**config.mk**
```make
export PLATFORM = sky130hd
export DESIGN_NAME = multitrig
export DESIGN_NICKNAME = d
export VERILOG_FILES = /design/src/rtl/multitrig_pkg.sv /design/src/rtl/multitrig_extsync.sv /design/src/rtl/multitrig.sv
export SDC_FILE = /design/constraint.sdc
export NUM_CORES = 1
export LEC_CHECK = 0
export ABC_AREA = 1
export BUFFER_PORTS_ARGS = -buffer_cell sky130_fd_sc_hd__buf_2
export CORE_MARGIN = 3
export CORE_UTILIZATION = 40
export CTS_CLUSTER_DIAMETER = 80
export CTS_CLUSTER_SIZE = 10
export DETAILED_ROUTE_END_ITERATION = 10
export PLACE_DENSITY = 0.67
export REMOVE_ABC_BUFFERS = 1
export SLEW_MARGIN = 20
export SYNTH_ARGS = -nofsm -noshare
export SYNTH_HDL_FRONTEND = slang
export SYNTH_SLANG_ARGS = --single-unit
```
**constraint.sdc**
```tcl
create_clock -name ADCCLK -period 6.7 [get_ports ADCCLK]
set_clock_uncertainty 0.15 [all_clocks]
set_input_delay 0.335 -clock ADCCLK [delete_from_list [all_inputs] [get_ports ADCCLK]]
set_output_delay 0.335 -clock ADCCLK [all_outputs]
set_load 0.005 [all_outputs]
```
**src/rtl/multitrig_pkg.sv**
```systemverilog
// Shared types and helpers for the multitrig coincidence/sum trigger.
// Default geometry, FSM state encoding, sum width and popcount.
package multitrig_pkg;

   localparam int NCH_DEF   = 4;
   localparam int DW_DEF    = 16;
   localparam int DEADT_DEF = 8;

   typedef enum logic [1:0] {
      ARMED = 2'd0,
      DEAD  = 2'd1,
      FIRED = 2'd2
   } state_t;

   // Sum of nch signed dw-bit samples never overflows this width.
   function automatic int sum_width(input int dw, input int nch);
      return dw + $clog2(nch);
   endfunction

   localparam int SUMW = sum_width(DW_DEF, NCH_DEF);

   function automatic logic [3:0] popcount(input logic [7:0] v);
      logic [3:0] c;
      c = '0;
      for (int i = 0; i < 8; i++) begin
         c = c + {3'b000, v[i]};
      end
      return c;
   endfunction

endpackage

```
**src/rtl/multitrig_extsync.sv**
```systemverilog
// External trigger: 2-FF synchroniser followed by a rising-edge detector.
// One-cycle rise pulse per low-to-high transition; cleared by reset.
module multitrig_extsync (
   input  logic clk,
   input  logic reset,
   input  logic async_in,
   output logic rise
);

   logic s1_q, s1_d;
   logic s2_q, s2_d;
   logic prev_q, prev_d;

   always_comb begin
      s1_d   = async_in;
      s2_d   = s1_q;
      prev_d = s2_q;
   end

   always_ff @(posedge clk) begin
      if (reset) begin
         s1_q   <= 1'b0;
         s2_q   <= 1'b0;
         prev_q <= 1'b0;
      end else begin
         s1_q   <= s1_d;
         s2_q   <= s2_d;
         prev_q <= prev_d;
      end
   end

   assign rise = s2_q & ~prev_q;

endmodule

```
**src/rtl/multitrig.sv**
```systemverilog
// N-channel multiplicity + sum trigger with dead time, hysteresis and synced external trigger.
// Sample -> trig in 3 cycles. Optional trig_cnt port when MULTITRIG_CNT_EN is defined.
module multitrig
   import multitrig_pkg::*;
#(
   parameter int NCH   = NCH_DEF,
   parameter int DW    = DW_DEF,
   parameter int DEADT = DEADT_DEF
) (
   input  logic              ADCCLK,
   input  logic              reset,
   input  logic [NCH*DW-1:0] dpdata,
   input  logic [15:0]       ithr,
   input  logic [15:0]       sthr,
   input  logic [3:0]        mult,
   input  logic              inhibit,
   input  logic              exttrig,
   output logic              trig,
   output logic [NCH-1:0]    trig_mask
`ifdef MULTITRIG_CNT_EN
   ,output logic [31:0]      trig_cnt
`endif
);

   localparam int SW   = sum_width(DW, NCH);
   // Compare widths leave room for a zero-extended 16-bit threshold.
   localparam int CW   = ((DW > 16) ? DW : 16) + 1;
   localparam int SCW  = ((SW > 16) ? SW : 16) + 1;
   localparam int CNTW = (DEADT > 1) ? $clog2(DEADT) : 1;
   localparam logic [CNTW-1:0] DEAD_LOAD = (DEADT > 0) ? CNTW'(DEADT - 1) : '0;

   logic [NCH*DW-1:0]    s1_q, s1_d;
   logic [NCH-1:0]       over_q, over_d;
   logic [3:0]           pcnt_q, pcnt_d;
   logic signed [SW-1:0] sum_q, sum_d;
   logic                 inh_q, inh_d;
   state_t               state_q, state_d;
   logic [CNTW-1:0]      cnt_q, cnt_d;
   logic                 trig_q, trig_d;
   logic [NCH-1:0]       mask_q, mask_d;

   logic       ext_rise;
   logic [3:0] mult_eff;
   logic       cond, rearm, self_fire;

   multitrig_extsync u_ext (
      .clk      (ADCCLK),
      .reset    (reset),
      .async_in (exttrig),
      .rise     (ext_rise)
   );

   always_comb begin
      s1_d   = dpdata;
      inh_d  = inhibit;
      over_d = '0;
      sum_d  = '0;
      for (int k = 0; k < NCH; k++) begin
         over_d[k] = CW'($signed(s1_q[k*DW +: DW])) > $signed(CW'({1'b0, ithr}));
         sum_d     = sum_d + SW'($signed(s1_q[k*DW +: DW]));
      end
      pcnt_d = popcount(8'(over_d));
   end

   always_comb begin
      mult_eff = (mult == 4'd0) ? 4'd1 : mult;
      cond     = (pcnt_q >= mult_eff) && (SCW'(sum_q) > $signed(SCW'({1'b0, sthr})));
      rearm    = SCW'(sum_q) <= $signed(SCW'({2'b00, sthr[15:1]}));
   end

   always_comb begin
      state_d = state_q;
      cnt_d   = cnt_q;
      if (inh_q) begin
         state_d = ARMED;
         cnt_d   = '0;
      end else begin
         case (state_q)
            ARMED: if (cond) begin
               cnt_d   = DEAD_LOAD;
               state_d = (DEADT > 0) ? DEAD : FIRED;
            end
            DEAD: begin
               if (cnt_q == '0) state_d = FIRED;
               else             cnt_d   = cnt_q - CNTW'(1);
            end
            FIRED: if (rearm) state_d = ARMED;
            default: state_d = ARMED;
         endcase
      end
   end

   // External edges bypass inhibit and the FSM; a coincident self trigger merges into one pulse.
   always_comb begin
      self_fire = ~inh_q && (state_q == ARMED) && cond;
      trig_d    = self_fire | ext_rise;
      mask_d    = self_fire ? over_q : mask_q;
   end

   always_ff @(posedge ADCCLK) begin
      if (reset) begin
         s1_q    <= '0;
         over_q  <= '0;
         pcnt_q  <= '0;
         sum_q   <= '0;
         inh_q   <= 1'b0;
         state_q <= ARMED;
         cnt_q   <= '0;
         trig_q  <= 1'b0;
         mask_q  <= '0;
      end else begin
         s1_q    <= s1_d;
         over_q  <= over_d;
         pcnt_q  <= pcnt_d;
         sum_q   <= sum_d;
         inh_q   <= inh_d;
         state_q <= state_d;
         cnt_q   <= cnt_d;
         trig_q  <= trig_d;
         mask_q  <= mask_d;
      end
   end

   assign trig      = trig_q;
   assign trig_mask = mask_q;

`ifdef MULTITRIG_CNT_EN
   logic [31:0] tcnt_q, tcnt_d;

   always_comb begin
      tcnt_d = trig_d ? tcnt_q + 32'd1 : tcnt_q;
   end

   always_ff @(posedge ADCCLK) begin
      if (reset) tcnt_q <= '0;
      else       tcnt_q <= tcnt_d;
   end

   assign trig_cnt = tcnt_q;
`endif

endmodule

```
======== Yosys cells after proc, flatten, opt, wreduce, memory -nomap -nowiden ========
Index checks and enable logic that the tools add are counted.
Widths: inputs -> output; s select.
word-level totals
  output and inout bits ................... 5
  bits in registers ....................... 104
  logic and storage cells ................. 54
  input bits .............................. 104
cells by class
  equal/unequal tests ..................... 6
  reduce and logical (&&, ||, !) cells .... 10
  bitwise gates (word level) .............. 4
  order comparisons ....................... 7
  muxes and demuxes ....................... 8
  add/sub/neg operators ................... 7
operators with widths
  operator             count
  $gt 16x17->1         4
  $add 17x16->18       1
  $add 18x16->18       1
  $gt 18x17->1         1
  $le 18x16->1         1
  $add 16x16->17       1
  $ne 2x2->1 const B   4
  $mux 2               3
  $mux 3               2
  $pmux 2 s3           1
  $pmux 3 s2           1
  $reduce_and 3->1     2
  $add 3x1->4          1
  $ge 4x4->1           1
  $logic_not 4->1      1
  $mux 4               1
  $add 2x1->3          1
  $logic_and 1x1->1    3
  $logic_not 3->1      1
  $sub 3x1->3 const B  1
  $add 1x1->2          1
  $eq 2x1->1 const B   1
  $eq 2x2->1 const B   1
  $logic_not 2->1      1
  5 further kinds      6

======== Logic depth before layout (Yosys ltp) ========
  depth in word-level cells ............... 6
  gate-level depth with buffers ........... 15

======== Modules after synthesis ========
Synthesis repeated with hierarchy kept, for this count alone.
second synthesis, totals
  cells, all modules ...................... 1014
  area, all modules ....................... 7474.7 µm²
modules (own cells, without submodules)
  module             times used  cells each  seq. area each (µm²)  area an instance (µm²)
  multitrig          1           1004        2001.9                7388.3
  multitrig_extsync  1           10          60.1                  86.3

======== Worst setup path before layout ========
Ideal clock, no wire load.
  kind .................................... register to register
  start point ............................. register s1_q[1]
  end point ............................... register sum_q[15]
  stages on the path, launching flop included .. 13
  path slack .............................. 3843 ps
  clock period less this slack ............ 2857 ps
  arrival ................................. 2592 ps
  path buffers ............................ 0
  cells stage by stage .................... dfxtp_1 fa_1 fa_1 ha_1 fa_1 nand3_1 nand2_1 a21oi_1 inv_1 nand4_1 nand3_1 nand2_1 nor2_1
on the way
  cells in the longest elaborated chain, start to end .. 3
RTL lines
  what                    line              text
  from (decl)             multitrig.sv:32   logic [NCH*DW-1:0] s1_q, s1_d;
  from (signal assigned)  multitrig.sv:102  s1_q <= '0;
  from (signal assigned)  multitrig.sv:112  s1_q <= s1_d;
  $add 16x16->17          multitrig.sv:60   sum_d = sum_d + SW'($signed(s1_q[k*DW +: DW]));
  $add 17x16->18          multitrig.sv:60
  $add 18x16->18          multitrig.sv:60
  to (signal assigned)    multitrig.sv:115  sum_q <= sum_d;
  to (decl)               multitrig.sv:35   logic signed [SW-1:0] sum_q, sum_d;
Every way passes these cells.
A chain may end at the register's enable or synchronous reset.

======== Worst setup path in the final report ========
  start point ............................. register s1_q[1]
  end point ............................... register sum_q[11]
The elaborated chain is that of the path after synthesis.

==> flow_metrics.py <==
metrics = {
    "clock_network": {
        "cts.sinks": 103,
        "cts.root.buffer_cell": "clkbuf_16",
        "cts_max_level": 3,
        "insertion_delay_ns": 0.36,
        "cts_buffers": 9,
        "cts_tree": "done",
        "cts_resized": 0,
        "clk_pin_slew_ns": 0.07,
        "hold_buffers": 0,
        "ctsLongestPathBuffers": 2,
        "postCtsSetupRepairBufs": 0,
    },
    "drt": {
        "detail-route-antenna-nets": 0,
        "totalWireLength_mm": 17.1,
        "drt-wirelength-per-cell_um": 12.7,
        "vias": 6219,
        "drc": 0,
        "drtIter0Drc": 222,
        "avgViaCountPerCell": 4.62,
        "dr.pass1.iters": 5,
    },
    "power_and_ir_drop": {
        "p_per_area_mw_per_mm2": 219,
        "leakagePower_uw": 0.00488,
        "vdd_drop_max_mv": 0.139,
    },
    "floorplanning": {
        "die_h_um": 142,
        "start_util_pct": 41.0,
        "core_mm2": 0.0181,
        "ios": 109,
        "rows": 49,
        "die_w_um": 142,
        "die_area_mm2": 0.0202,
    },
    "setup_path": {
        "worstPathMaxFanout": 4,
        "crit_start": "s1_q[1]",
        "arrival_ns": 3.23,
        "critPathCaptureType": "flip-flop",
        "startpoint_type": "flip-flop",
        "r2r_end": "sum_q[11]",
        "r2r_start": "s1_q[1]",
        "endpoint": "sum_q[11]",
        "worstRegToRegCells": 13,
        "cp.required_ns": 6.84,
        "crit_type": "flip-flop to flip-flop",
        "ff2ff_setup_slack_ns": 3.62,
    },
    "sta": {
        "finalCritPeriodShare_pct": 46.0,
        "slew-limit-headroom_pct": 48.5,
        "fin_tns_setup_ns": 0,
        "fin_ws_ns": 3.62,
        "rsz0062_at_grt": "no",
        "hold_viol_final": 0,
        "max_clock_freq_ghz": 0.324,
        "finalMaxSlewViolations": 0,
        "worst_pin_slew_ns": 0.772,
        "finalSetupViolCount": 0,
        "period_minus_slack_ns": 3.08,
    },
    "global_routing": {
        "grt_max_degree": 82,
        "grt_first_pass_wirelength_mm": 28.3,
        "grtUsageTotal_pct": 17.6,
        "grt_pass1_vias": 6027,
        "antenna_found_initial": 0,
        "gr-total-overflow": 0,
    },
    "synth": {
        "syn_area_mm2": 0.00741,
        "avgSynthCellArea_um2": 7.40,
        "ys_ff_latch": 103,
        "yosysUniqueCellTypes": 33,
        "yosysWarnings": 0,
        "ys_seq_area_share_pct": 27.8,
        "syn_inst": 1001,
    },
    "outcome": {
        "status": "completed",
    },
    "final_layout": {
        "final_nets": 1372,
        "final_area_mm2": 0.00850,
        "nFillCells": 1857,
        "drive_gt1_share_pct": 12.0,
        "area.growth.synth_to_final_pct": 14.7,
        "antennaDiodeCount": 0,
    },
    "place": {
        "place_ws_ns": 3.64,
        "portBuffers": 108,
        "place_congestion": 0.937,
        "place_area_mm2": 0.00820,
        "dp_hpwl_mm": 14.6,
    },
    "flow_run": {
        "maxCapViolCount": 0,
    },
    "hold_path": {
        "hp-class": "input pin to flip-flop",
    },
}
[how the worst min path moves through the flow]
| stage | endpoint | startpoint | depth (start not counted) |
|---|---|---|---|
| after global routing | s1_q[60] | dpdata[60] | 3 |
| after CTS | s1_q[31] | dpdata[31] | 3 |
| after floorplan | u_ext.prev_d | u_ext.s1_q | 2 |
| after global placement | u_ext.prev_d | u_ext.s1_q | 2 |
| after detailed placement | u_ext.prev_d | u_ext.s1_q | 2 |
| final | s1_q[31] | dpdata[31] | 3 |
[area by class of cell]
cell class | count | area, um2 | share of cell area [%]
clock buffer | 10 | 239 | 2.81
clock inverter | 6 | 58.8 | 0.692
inverter | 260 | 976 | 11.5
multi-input combinational | 628 | 4330 | 50.9
sequential | 103 | 2060 | 24.3
tap | 229 | 287 | 3.37
timing repair buffer | 109 | 548 | 6.45
[cell usage in the layout, fill, tap and decap left out, drive strengths merged]
cell      n
inv     261
nand4    11
bufinv    1
a31o      1
ha      123
nor3     12
xnor2     1
o21bai    3
o21a      5
fa       34
a21oi    64
o211ai    2
nand3    36
o22ai     1
and2      1
o31ai     1
clkinv    4
nor3b     3
buf     109
clkbuf   10
o21ai    27
a31oi     2
a21o      5
a211oi    1
nand2   147
nor4      1
dfxtp   103
nor2    146
nand3b    1
[registers in the layout, summed over array words and instances (netlist names)]
register and count:
cnt_q 3, inh_q 1, over_q 4, pcnt_q 3, s1_q 64, state_q 2
sum_q 18, trig 1, trig_mask 4, u_ext.prev_d 1, u_ext.prev_q 1, u_ext.s1_q 1
[synthesized netlist by cell type]
library cell / count / share of area (%)
o22ai_1: 1 / 0.084
nor2_1: 144 / 7.3
o21ai_0: 26 / 1.8
a31oi_1: 2 / 0.17
nand4_1: 11 / 0.93
inv_1: 260 / 13
o21a_1: 5 / 0.51
a21o_1: 5 / 0.51
nand3_1: 33 / 2.2
nand3_4: 1 / 0.24
a21oi_1: 64 / 4.3
o21bai_1: 3 / 0.30
and2_1: 1 / 0.084
nand3_2: 2 / 0.27
o211ai_1: 2 / 0.20
clkbuf_1: 9 / 0.46
nand3b_1: 1 / 0.10
xnor2_1: 1 / 0.12
dfxtp_1: 103 / 28
ha_1: 123 / 21
buf_4: 1 / 0.10
o21ai_2: 1 / 0.12
nor3_1: 11 / 0.74
nor4_1: 1 / 0.084
a211oi_1: 1 / 0.10
o31ai_1: 1 / 0.10
fa_1: 34 / 9.2
nor2_2: 2 / 0.17
a31o_2: 1 / 0.12
nand2_1: 146 / 7.4
nor3b_1: 3 / 0.30
nor3_2: 1 / 0.14
nand2_2: 1 / 0.084
[logic make-up (layout without fill, tap and decap cells)]
group,Yosys count,in the layout,synth area share [%]
AO/OA/AOI/OAI,112,112,8.29
XOR/XNOR,1,1,0.118
adder cells (fa/ha/maj),157,157,30.0
buffers and inverters,270,385,13.7
flip-flops,103,103,27.8
AND/OR/NAND/NOR,358,358,20.1
[metal layers]
metal / vias to the layer above / routed length, um / GRT usage [%]
met3: 35 / 805 / 3.46
met4: 0 / 379 / 5.40
met1: 2748 / 8130 / 22.8
met2: 153 / 7740 / 29.6
met5: - / 0 / 0
li1: 3283 / - / -
[worst max-delay path: stages (launching register included)]
cell and delay, ns:
dfxtp_1 0.33, fa_1 0.56, fa_1 0.43, ha_1 0.24
fa_1 0.40, nand3_1 0.10, nand2_1 0.10, a21oi_1 0.24
o21ai_2 0.11, nand2_1 0.08, nand2_1 0.06, nand2_1 0.06
nand2_1 0.05, nor2_1 0.11
[metrics by stage]
step | hold WS (ns) | utilization, % | total power (uW) | std cells
3_3_place_gp | 0.251 | 45.3 | 1340 | 1329
6_report | 0.0195 | 47.0 | 1860 | 1345
5_1_grt | 0.0213 | 47.0 | 2010 | 1345
4_1_cts | 0.00831 | 47.0 | 1880 | 1345
2_1_floorplan | 0.238 | - | 1150 | 991
3_5_place_dp | 0.249 | 45.3 | 1340 | 1329
[power by group]
group | total, uW | leakage (uW) | internal [uW] | switching [uW]
sequential | 710 | 0.000855 | 673 | 37.7
clock | 528 | 0.000152 | 298 | 230
combinational | 622 | 0.00388 | 242 | 380
total | 1860 | 0.00488 | 1210 | 647
No activity file was read; power rests on OpenSTA's default activity.
